### config.mk
export PLATFORM = sky130hd
export DESIGN_NAME = mem_instr_dispatcher
export DESIGN_NICKNAME = d
export VERILOG_FILES = /design/src/rtl/mem_instr_dispatcher.sv
export SDC_FILE = /design/constraint.sdc
export NUM_CORES = 1
export LEC_CHECK = 0
export ABC_AREA = 1
export CORE_MARGIN = 1
export CORE_UTILIZATION = 50
export DETAILED_ROUTE_END_ITERATION = 7
export GPL_TIMING_DRIVEN = 0
export PLACE_DENSITY = 0.74
export SLEW_MARGIN = 20
export SYNTH_ARGS = -nofsm -noshare
export SYNTH_HDL_FRONTEND = slang
export SYNTH_SLANG_ARGS = --single-unit
### constraint.sdc
create_clock -name clk -period 17.6 [get_ports clk]
set_input_delay 3.52 -clock clk [delete_from_list [all_inputs] [get_ports clk]]
set_output_delay 3.52 -clock clk [all_outputs]
set_load 0.01 [all_outputs]
### src/rtl/mem_instr_dispatcher.sv
// Purpose : buffers packed superscalar memory-instruction bundles and expands each into per-lane absolute micro-ops.
// Latency : a bundle pushed at edge N is presented with apu_valid=1 going into edge N+2 (pop into issue registers at N+1).
// Backpressure: apu_ready=0 freezes all apu_* outputs; queue_full (registered) tells the producer the FIFO holds DEPTH bundles.
//
// Ports:
//   clk, reset              clock; synchronous active-high reset
//   memory_instructions     SW lanes of {op[14:0], addr, stridex, stridey}, lane 0 in the MSBs.
//                           Lane 0 carries absolute values, lane 1 carries per-lane deltas.
//   copy_count              active lanes minus one for the pushed bundle
//   memory_instruction_we   push strobe; ignored (and flagged) while queue_full=1
//   queue_full              FIFO holds DEPTH bundles
//   overflow_error          sticky: a push arrived while full, bundle dropped
//   apu_valid / apu_ready   micro-op handshake to the memory APU
//   apu_op, apu_addr, apu_stridex, apu_stridey, apu_lane, apu_last   micro-op payload
//   stall_cycles            (only with MEM_DISPATCH_PERF_EN) saturating count of valid&&!ready cycles
//   idle                    FIFO empty and nothing being issued
//
// Optional feature macro: MEM_DISPATCH_PERF_EN adds the stall_cycles output and its counter.
module mem_instr_dispatcher #(
    parameter int MEMORY_ADDRESS_BITS   = 15,
    parameter int SUPERSCALAR_LOG_WIDTH = 2,
    parameter int QUEUE_LOG_DEPTH       = 2,
    localparam int MAB      = MEMORY_ADDRESS_BITS,
    localparam int SLW      = SUPERSCALAR_LOG_WIDTH,
    localparam int SW       = 1 << SUPERSCALAR_LOG_WIDTH,
    localparam int LANE_W   = 15 + 3 * MEMORY_ADDRESS_BITS,
    localparam int BUNDLE_W = LANE_W * SW
) (
    input  logic                clk,
    input  logic                reset,
    input  logic [BUNDLE_W-1:0] memory_instructions,
    input  logic [SLW-1:0]      copy_count,
    input  logic                memory_instruction_we,
    output logic                queue_full,
    output logic                overflow_error,
    output logic                apu_valid,
    input  logic                apu_ready,
    output logic [14:0]         apu_op,
    output logic [MAB-1:0]      apu_addr,
    output logic [MAB-1:0]      apu_stridex,
    output logic [MAB-1:0]      apu_stridey,
    output logic [SLW-1:0]      apu_lane,
    output logic                apu_last,
`ifdef MEM_DISPATCH_PERF_EN
    output logic [31:0]         stall_cycles,
`endif
    output logic                idle
);

    localparam int QLD   = QUEUE_LOG_DEPTH;
    localparam int DEPTH = 1 << QUEUE_LOG_DEPTH;
    localparam logic [QLD:0] FULL_COUNT = (QLD + 1)'(DEPTH);

    // Only lane 0 (bases) and lane 1 (deltas) are needed to rebuild every lane,
    // so that is all a queue entry keeps.
    typedef struct packed {
        logic [14:0]    op;
        logic [MAB-1:0] addr;
        logic [MAB-1:0] stridex;
        logic [MAB-1:0] stridey;
        logic [MAB-1:0] daddr;
        logic [MAB-1:0] dstridex;
        logic [MAB-1:0] dstridey;
        logic [SLW-1:0] last_lane;
    } entry_t;

    typedef enum logic {
        IDLE,
        ISSUE
    } state_t;

    // ------------------------------------------------------------------
    // Bundle unpacking
    // ------------------------------------------------------------------
    logic [LANE_W-1:0] lane0_dat;
    logic [LANE_W-1:0] lane1_dat;
    entry_t            push_entry;

    assign lane0_dat = memory_instructions[BUNDLE_W-1 -: LANE_W];
    assign lane1_dat = memory_instructions[BUNDLE_W-LANE_W-1 -: LANE_W];

    always_comb begin
        push_entry           = '0;
        push_entry.op        = lane0_dat[LANE_W-1 -: 15];
        push_entry.addr      = lane0_dat[3*MAB-1 -: MAB];
        push_entry.stridex   = lane0_dat[2*MAB-1 -: MAB];
        push_entry.stridey   = lane0_dat[MAB-1:0];
        push_entry.daddr     = lane1_dat[3*MAB-1 -: MAB];
        push_entry.dstridex  = lane1_dat[2*MAB-1 -: MAB];
        push_entry.dstridey  = lane1_dat[MAB-1:0];
        push_entry.last_lane = copy_count;
    end

    // ------------------------------------------------------------------
    // FIFO
    // ------------------------------------------------------------------
    entry_t          fifo_mem [DEPTH];
    logic [QLD-1:0]  wr_ptr_q;
    logic [QLD-1:0]  rd_ptr_q;
    logic [QLD:0]    count_q;
    logic [QLD:0]    count_d;
    logic            fifo_empty;
    logic            push;
    logic            pop;
    entry_t          head;

    // Push qualification uses the registered full flag, so a pop in the
    // same cycle never makes room for a push that arrived while full.
    assign push       = memory_instruction_we && !queue_full;
    assign fifo_empty = (count_q == '0);
    assign head       = fifo_mem[rd_ptr_q];

    always_comb begin
        count_d = count_q;
        case ({push, pop})
            2'b10:   count_d = count_q + 1'b1;
            2'b01:   count_d = count_q - 1'b1;
            default: count_d = count_q;
        endcase
    end

    always_ff @(posedge clk) begin
        if (push) begin
            fifo_mem[wr_ptr_q] <= push_entry;
        end
    end

    always_ff @(posedge clk) begin
        if (reset) begin
            wr_ptr_q       <= '0;
            rd_ptr_q       <= '0;
            count_q        <= '0;
            queue_full     <= 1'b0;
            overflow_error <= 1'b0;
        end else begin
            if (push) wr_ptr_q <= wr_ptr_q + 1'b1;
            if (pop)  rd_ptr_q <= rd_ptr_q + 1'b1;
            count_q    <= count_d;
            queue_full <= (count_d == FULL_COUNT);
            if (memory_instruction_we && queue_full) begin
                overflow_error <= 1'b1;
            end
        end
    end

    // ------------------------------------------------------------------
    // Issue FSM
    // ------------------------------------------------------------------
    state_t         state_q;
    state_t         state_d;
    logic           advance;
    logic [14:0]    op_q;
    logic [MAB-1:0] cur_addr_q;
    logic [MAB-1:0] cur_stridex_q;
    logic [MAB-1:0] cur_stridey_q;
    logic [MAB-1:0] daddr_q;
    logic [MAB-1:0] dstridex_q;
    logic [MAB-1:0] dstridey_q;
    logic [SLW-1:0] last_lane_q;
    logic [SLW-1:0] lane_q;
    logic           on_last_lane;

    assign on_last_lane = (lane_q == last_lane_q);

    always_ff @(posedge clk) begin
        if (reset) begin
            state_q <= IDLE;
        end else begin
            state_q <= state_d;
        end
    end

    always_comb begin
        state_d = state_q;
        pop     = 1'b0;
        advance = 1'b0;
        case (state_q)
            IDLE: begin
                if (!fifo_empty) begin
                    pop     = 1'b1;
                    state_d = ISSUE;
                end
            end
            ISSUE: begin
                if (apu_ready) begin
                    if (!on_last_lane) begin
                        advance = 1'b1;
                    end else if (!fifo_empty) begin
                        // Load the next bundle on the final handshake: no bubble.
                        pop = 1'b1;
                    end else begin
                        state_d = IDLE;
                    end
                end
            end
            default: state_d = IDLE;
        endcase
    end

    // Working registers only move on pop or on an accepted non-last lane,
    // which is what keeps the payload stable under apu_ready=0.
    always_ff @(posedge clk) begin
        if (reset) begin
            op_q          <= '0;
            cur_addr_q    <= '0;
            cur_stridex_q <= '0;
            cur_stridey_q <= '0;
            daddr_q       <= '0;
            dstridex_q    <= '0;
            dstridey_q    <= '0;
            last_lane_q   <= '0;
            lane_q        <= '0;
        end else if (pop) begin
            op_q          <= head.op;
            cur_addr_q    <= head.addr;
            cur_stridex_q <= head.stridex;
            cur_stridey_q <= head.stridey;
            daddr_q       <= head.daddr;
            dstridex_q    <= head.dstridex;
            dstridey_q    <= head.dstridey;
            last_lane_q   <= head.last_lane;
            lane_q        <= '0;
        end else if (advance) begin
            lane_q        <= lane_q + 1'b1;
            cur_addr_q    <= cur_addr_q + daddr_q;
            cur_stridex_q <= cur_stridex_q + dstridex_q;
            cur_stridey_q <= cur_stridey_q + dstridey_q;
        end
    end

    assign apu_valid   = (state_q == ISSUE);
    assign apu_last    = apu_valid && on_last_lane;
    assign apu_op      = op_q;
    assign apu_addr    = cur_addr_q;
    assign apu_stridex = cur_stridex_q;
    assign apu_stridey = cur_stridey_q;
    assign apu_lane    = lane_q;
    assign idle        = fifo_empty && (state_q == IDLE);

`ifdef MEM_DISPATCH_PERF_EN
    always_ff @(posedge clk) begin
        if (reset) begin
            stall_cycles <= '0;
        end else if (apu_valid && !apu_ready && (stall_cycles != 32'hFFFF_FFFF)) begin
            stall_cycles <= stall_cycles + 32'd1;
        end
    end
`endif

endmodule

Yosys cells after proc, flatten, opt, wreduce, memory -nomap -nowiden
Memories as Yosys holds them, arrays and structs flattened. A register that Yosys moved wholly into a read port is not among the register bits.
Cells that the tools add are included.
{ "classes": {"add_sub_neg": 8, "mul": 0, "div_mod_pow": 0, "magnitude_cmp": 0, "eq_ne": 4, "n_shift": 0, "muxes": 21, "bitwise": 1, "reduce_logical": 8} }
{ "op_table": {"columns": ["op", "n"], "rows": [
  ["$mux W15", 6],
  ["$add A15 B15 Y15", 3],
  ["$mux W1", 10],
  ["$add A2 B1 Y2 const B", 3],
  ["$pmux W3 S2", 1],
  ["$logic_and A1 B1 Y1", 4],
  ["$mux W2", 2],
  ["$pmux W1 S2", 2],
  ["$add A3 B1 Y3 const B", 1],
  ["$eq A3 B3 Y1 const B", 1],
  ["$logic_not A3 Y1", 1],
  ["$sub A3 B1 Y3 const B", 1],
  ["$eq A2 B1 Y1 const B", 1],
  ["$eq A2 B2 Y1", 1],
  ["$eq A2 B2 Y1 const B", 1],
  ["$reduce_bool A2 Y1", 1],
  ["$reduce_or A2 Y1", 1],
  ["$logic_not A1 Y1", 1],
  ["$not A1 Y1", 1]
]} }
{ "word_totals": {"reg_bits": 119, "latch_bits": 0, "ramBits": 428, "rom_bits": 0, "input_bits": 246, "output_inout_bits": 67, "word_cells": 58, "memories": 1} }
{ "mem_list": {"columns": ["name", "words", "width", "rd", "rd_ports_with_merged_regs", "write_ports", "line", "source"], "rows": [
  ["fifo_mem", 4, 107, 1, 1, 1, "97", "entry_t fifo_mem [DEPTH];"]
]} }

Longest topological paths before layout
Gate-level depths: netlist of run 1.
{ "depth": {"depth_word": 8, "depth_mapped": 16, "ltp_nobuf": 14} }

Least setup slack after synthesis of run 1
No wires, ideal clock.
{ "synth_path": {"kind": "input to register", "startpoint": "input memory_instruction_we", "endpoint": "memory fifo_mem[0][0] in the netlist's numbering (enable)", "setup_ns": 0.574, "arrival_ns": 8.292, "required_ns": 17.026, "path_slack_ns": 8.733, "stages": 4, "n_path_buf": 0, "path_cell_list": "inv_1 -> nor2_1 -> clkinv_1 -> nor2_1"} }
{ "synth_between": {"elab_chain_len": 3} }
{ "synth_rtl": {"columns": ["item", "line", "source"], "rows": [
  ["start, declared", "33", "input logic memory_instruction_we,"],
  ["$logic_and A1 B1 Y1", "109", "assign push = memory_instruction_we && !queue_full;"],
  ["$mux W1", "123", "if (push) begin"],
  ["$mux W1 (implied by the code)", "124", "fifo_mem[wr_ptr_q] <= push_entry;"],
  ["end, declared", "97", null]
]} }
Every way passes these cells.

Worst setup path in the final report of run 1
{ "layout_path": {"startpoint": "register count_q[0]", "endpoint": "output idle"} }
{ "layout_between": {"elab_chain_len": 2} }
{ "layout_rtl": {"columns": ["item", "line", "source"], "rows": [
  ["start, declared", "100", "logic [QLD:0] count_q;"],
  ["start signal, assigned", "138", "count_q <= count_d;"],
  ["$logic_not A3 Y1", "110", "assign fifo_empty = (count_q == '0);"],
  ["$logic_and A1 B1 Y1", "238", "assign idle = fifo_empty && (state_q == IDLE);"],
  ["end, declared", "47", "output logic idle"]
]} }
Every way passes these cells.

==> results of run 1 <==
==> kinds of logic after synthesis <==
family,after synthesis
flip-flops,549
buffers and inverters,290
AND/OR/NAND/NOR,867
XOR/XNOR,22
adder cells (fa/ha/maj),51
AO/OA/AOI/OAI,481
==> cells in the final DEF (no fill, tap or decap), drive strengths merged, types with 61 or more instances in the layout <==
master and instances:
nor2 452, edfxtp 428, o21ai 329, nand2 300
clkdlybuf4s50 176, inv 176, dfxtp 121, clkbuf 119
o22ai 90, buf 87, nand3 79, a21oi 61
==> worst reg2reg max path, cell delays in order, from the launching register on <==
cell     delay, ns
dfxtp_1       0.42
xnor2_1       0.17
nand3_1       0.12
nand2_2       0.12
nand2_4       0.11
inv_2         0.09
buf_6         0.20
buf_2         0.31
ha_1          0.20
inv_1         0.07
fa_1          0.39
a21oi_1       0.15
o21ai_0       0.12
nand2_1       0.07
nand2_1       0.04
nor2_1        0.12
and3_1        0.24
==> state kept, by name, indices dropped and copies added, names as in the netlist, named ones only <==
signal          flops
overflow_error      1
apu_lane            2
fifo_mem          428
apu_op             15
daddr_q            15
last_lane_q         2
apu_valid           1
dstridex_q         15
apu_addr           15
queue_full          1
dstridey_q         15
apu_stridey        15
apu_stridex        15
wr_ptr_q            2
rd_ptr_q            2
count_q             3
==> final timing paths <==
kind | endpoint | slack, ns | cells past startpoint
max reg2reg | queue_full$_SDFF_PP0_ | 14.60 | 16
max | idle | 11.29 | 6
min reg2reg | daddr_q[7]$_SDFFE_PP0P_ | 0.49 | 2
min | daddr_q[7]$_SDFFE_PP0P_ | 0.49 | 2
==> per-layer routing <==
| layer | up-vias | track usage [%] | routed length (um) |
|---|---|---|---|
| met4 | 0 | 12.3 | 2690 |
| met5 | - | 0 | 0 |
| met1 | 8410 | 36.5 | 26800 |
| met2 | 727 | 43.9 | 30500 |
| met3 | 132 | 6.47 | 6040 |
| li1 | 8267 | - | - |
==> layout make-up <==
| class | instances | area [um2] |
|---|---|---|
| Antenna cell | 1 | 2.50 |
| Buffer | 117 | 588 |
| Clock buffer | 68 | 1470 |
| Clock inverter | 34 | 313 |
| Fill cell | 3653 | 17500 |
| Inverter | 173 | 649 |
| Multi-Input combinational cell | 1421 | 6950 |
| Sequential cell | 549 | 15300 |
| Tap cell | 600 | 751 |
| Timing Repair Buffer | 197 | 2240 |
==> report_power, final <==
group	internal [mW]	switching, mW	total (mW)
Sequential	1.61	0.116	1.73
Combinational	0.650	1.30	1.95
Clock	0.667	0.489	1.16
==> per-stage QoR <==
step	instance area [um2]	hold WS, ns	std cells	power [mW]
after global placement	25900	0.451	3036	3.62
after CTS	28200	0.495	3159	4.82
after detailed placement	26400	0.479	3057	3.67
after global routing	28200	0.518	3159	5.09
after floorplan	23400	0.459	2260	2.90
final	28200	0.489	3160	4.83
==> impl_metrics.tcl, run 1 <==
set metrics [dict create \
    period_share_pct 35.9 \
    cts.sinks 549 \
    powerDensity_nw_per_um2 171 \
    path_common_cell "buf_2" \
    holdBufCountCts 0 \
    rows 78 \
    io_pins 313 \
    grt_start_max_net_pins 24 \
    path_class "reg -> out" \
    regToRegStartpoint "last_lane_q[1]$_SDFFE_PP0P_" \
    fin_nets 2810 \
    wl_mm 66.0 \
    fmax_mhz 158 \
    synth-compound-area-share_pct 11.0 \
    cts_tree "yes" \
    critical_path_required_ns 14.08 \
    dieArea_um2 47700 \
    tightest_slew_ns 0.669 \
    hpwl_mm 47.0 \
    synthAdderAreaFrac_pct 2.85 \
    synth_fp_nets 2557 \
    overflow 0 \
    max-slew-margin-rel_pct 55.4 \
    synth.avg_cell_area_um2 10.4 \
    ys_seq_area_share_pct 65.2 \
    clock_tree.root_cell "clkbuf_16" \
    min_from "daddr_q[7]$_SDFFE_PP0P_" \
    antenna_found_initial 0 \
    drv_slew 0 \
    finalHoldViolations 0 \
    first_iter_violations 1678 \
    ant_nets 0 \
    yosysTopAreaCell "edfxtp_1" \
    startpoint_type "flop" \
    yosysMostFrequentCell "nor2_1" \
    cpMaxStageDelayCell "clkdlybuf4s50_1" \
    crit_buf_inv 4 \
    synthXorXnorAreaFrac_pct 0.822 \
    grt_use_total_pct 27.8 \
    drv_cap 0 \
    vias 17500 \
    vias_per_cell 5.55 \
    clock_skew_ns 0.0169 \
    io_buffers 176 \
    synth_edf_count 428 \
    ys_ff_latch 549 \
    status "finished, final reports clean" \
    yosys.area_share.simple_pct 14.9 \
    async_flop_share_pct 0 \
    hold_class "reg -> reg" \
    utilization_pct 61.7 \
    p_leak_nw 10.8 \
    clock_latency_ns 0.60 \
    post-cts-setup-buffer-count 0 \
    syn_to_final_growth_pct 20.5 \
    yosys_warnings 0 \
    place_ws_ns 11.13 \
    crit_arrival_ns 2.79 \
    clk_pin_slew_ns 0.06 \
    synth_top_family_by_area "simple AND/OR/NAND/NOR gates" \
    synth_area_leaders "edfxtp_1 55%, dfxtp_1 10%, nor2_1 7.2%" \
    initial_core_util_pct 51.2 \
    cp-startpoint "count_q[0]$_SDFF_PP0_" \
    cts_resized 0 \
    rsz0062_at_grt "false" \
    ir_drop_uv 101 \
    wire_per_inst_um 20.9 \
    crit_family "buffers and inverters" \
    setup_tns_ns 0 \
    muxShareOfSynthArea_pct 0 \
    layout-drive-gt1-share_pct 7.78 \
    grt_pass1_wl_mm 98.6 \
    setup_violations 0 \
    synthCells 2260 \
    drc 0 \
    synth_common_cells "452 x nor2_1, 428 x edfxtp_1, 308 x o21ai_0" \
    numCtsBuffers 54 \
    die_w_um 218 \
    core_area_um2 45800 \
    synth.distinct_cells 33 \
    dr.pass1.iters 5 \
    htreeDepth 2 \
    setup_slack_ns 11.29 \
    fin_crit_ns 6.31 \
    cp_slowest_stage_delay_ns 0.57 \
    synth-main-ff-cell "edfxtp_1" \
    cts.path.max_buffers 3 \
    synth_area_um2 23400 \
    path_max_fanout 10 \
    end_kind "primary output" \
    grt_pass1_vias 17000 \
    crit_chain "nor3_1 -> inv_1 -> buf_2 -> buf_2 -> nor2_1 -> clkdlybuf4s50_1" \
    synth_top_area_share_pct 54.9 \
    die_h_um 218 \
    gp_congestion 0.975 \
]
No activity file was read; power rests on OpenSTA's default activity.
==> run 2, diff against run 1 <==
--- a/config.mk
+++ b/config.mk
@@ -10,7 +10,7 @@
 export CORE_UTILIZATION = 50
 export DETAILED_ROUTE_END_ITERATION = 7
 export GPL_TIMING_DRIVEN = 0
-export PLACE_DENSITY = 0.74
+export PLACE_DENSITY = 0.76
 export SLEW_MARGIN = 20
 export SYNTH_ARGS = -nofsm -noshare
 export SYNTH_HDL_FRONTEND = slang
==> constraint.sdc (replaced) <==
create_clock -name clk -period 5.55 [get_ports clk]
set_input_delay 1.11 -clock clk [delete_from_list [all_inputs] [get_ports clk]]
set_output_delay 1.11 -clock clk [all_outputs]
set_load 0.01 [all_outputs]
==> run 2 against run 1 <==
Compared with the run above: non-clock buffer count fell by 1; hold slack got worse by 0.0096 ns; total power rose to 3.1 times the previous value; first-iteration DRC count grew 10%; core utilization down 0.25 points; sequential power increased to 3.2 times the previous value; critical endpoint unchanged; largest power group unchanged.
==> impl_metrics.tcl, run 2 (synthesis results as in run 1) <==
set metrics [dict create \
    status "finished, final reports clean" \
    place_inst 3056 \
    end_kind "primary output" \
    die_h_um 218 \
    cpMaxStageDelayCell "clkdlybuf4s50_1" \
    hold_class "reg -> reg" \
    gp_congestion 0.960 \
    setup_violations 0 \
    cts.sinks 549 \
    wl_mm 66.2 \
    largest_reg_flops 428 \
    powerDensity_nw_per_um2 541 \
    grt_pass1_wl_mm 99.3 \
    rsz0062_at_grt "false" \
    path_max_fanout 10 \
    critical_path_required_ns 4.44 \
    io_buffers 176 \
    regMostFlops "fifo_mem" \
    dieArea_um2 47700 \
    rows 78 \
    vias 17600 \
    drv_cap 0 \
    startpoint_type "flop" \
    period_share_pct 69.2 \
    finalHoldViolations 0 \
    holdBufCountCts 0 \
    layout-drive-gt1-share_pct 7.68 \
    max-slew-margin-rel_pct 50.7 \
    tightest_slew_ns 0.740 \
    path_class "reg -> out" \
    clock_latency_ns 0.60 \
    ir_drop_uv 298 \
    clk_pin_slew_ns 0.06 \
    clock_skew_ns 0.0156 \
    layout_common_cells "448 x nor2_1, 428 x edfxtp_1, 308 x o21ai_0" \
    final_common_cell "nor2_1" \
    fmax_mhz 260 \
    fin_crit_ns 3.84 \
    io_pins 313 \
    grt_pass1_vias 16900 \
    dr.pass1.iters 6 \
    p_leak_nw 10.8 \
    ant_nets 0 \
    path_common_cell "buf_2" \
    clock_tree.root_cell "clkbuf_16" \
    cp_slowest_stage_delay_ns 0.57 \
    cts_resized 0 \
    grt_start_max_net_pins 25 \
    overflow 0 \
    drv_slew 0 \
    crit_chain "nor3_1 -> inv_1 -> buf_2 -> buf_2 -> nor2_1 -> clkdlybuf4s50_1" \
    wire_per_inst_um 21.0 \
    htreeDepth 2 \
    vias_per_cell 5.59 \
    numCtsBuffers 53 \
    antenna_found_initial 0 \
    initial_core_util_pct 51.2 \
    fin_nets 2808 \
    core_area_um2 45800 \
    post-cts-setup-buffer-count 0 \
    cts_tree "yes" \
    setup_tns_ns 0 \
    hpwl_mm 46.9 \
    cts.path.max_buffers 3 \
    die_w_um 218 \
    crit_arrival_ns 2.73 \
    grt_use_total_pct 27.7 \
    whs_ns 0.479 \
    first_iter_violations 1847 \
    fillers 3641 \
    syn_to_final_growth_pct 20.0 \
    diodes 0 \
    final_cell_count_no_fill 3152 \
    drc 0 \
]
[run 2: power breakdown]
group / internal, mW / leakage, nW / switching, mW
registers: 5.11 / 4.93 / 0.367
clock network: 2.04 / 0.828 / 1.50
logic: 2.05 / 5.01 / 4.14
[run 2: layout make-up]
cell class              count  area (um2)  share of cell area, %
flip-flops and latches    549       15300                   54.3
repair buffers            196        2210                   7.88
plain buffers             117         588                   2.09
multi-input cells        1421        6950                   24.7
inverters                 173         649                   2.31
well taps                 600         751                   2.67
clock buffers              77        1490                   5.29
clock inverters            19         205                  0.730
[run 2: worst max-delay path, delay by kind of cell, from the launching register on]
family,cells,cell delay [ns]
buf+inv,4,1.13
simple gates,2,0.65
flops,1,0.34
[run 2: per-layer routing]
layer	up-vias	share of wire, %	GRT usage (%)	routed length (um)
met4	0	3.0	9.25	2000
met5	-	0	0	0
met2	755	47	44.7	31400
met3	101	8.5	5.30	5620
met1	8498	41	37.7	27200
li1	8274	-	-	-
[run 2: path summary, 6_finish.rpt]
check,startpoint,end,slack (ns),depth (start not counted)
worst min register to register,overflow_error$_SDFFE_PP0P_,overflow_error$_SDFFE_PP0P_,0.48,2
worst max register to register,last_lane_q[1]$_SDFFE_PP0P_,queue_full$_SDFF_PP0_,2.57,16
worst min-delay path,overflow_error$_SDFFE_PP0P_,overflow_error$_SDFFE_PP0P_,0.48,2
worst max-delay path,count_q[0]$_SDFF_PP0_,idle,1.71,6
[run 2: stage by stage]
step	worst slack, ns	instance area [um2]	util [%]	total power, mW
after floorplan	-0.907	23400	-	9.18
after global placement	-5.05	25900	56.7	11.5
after detailed placement	1.53	26400	57.7	11.6
after CTS	1.67	28100	61.4	15.2
after global routing	1.57	28100	61.4	16.0
final	1.71	28100	61.4	15.2
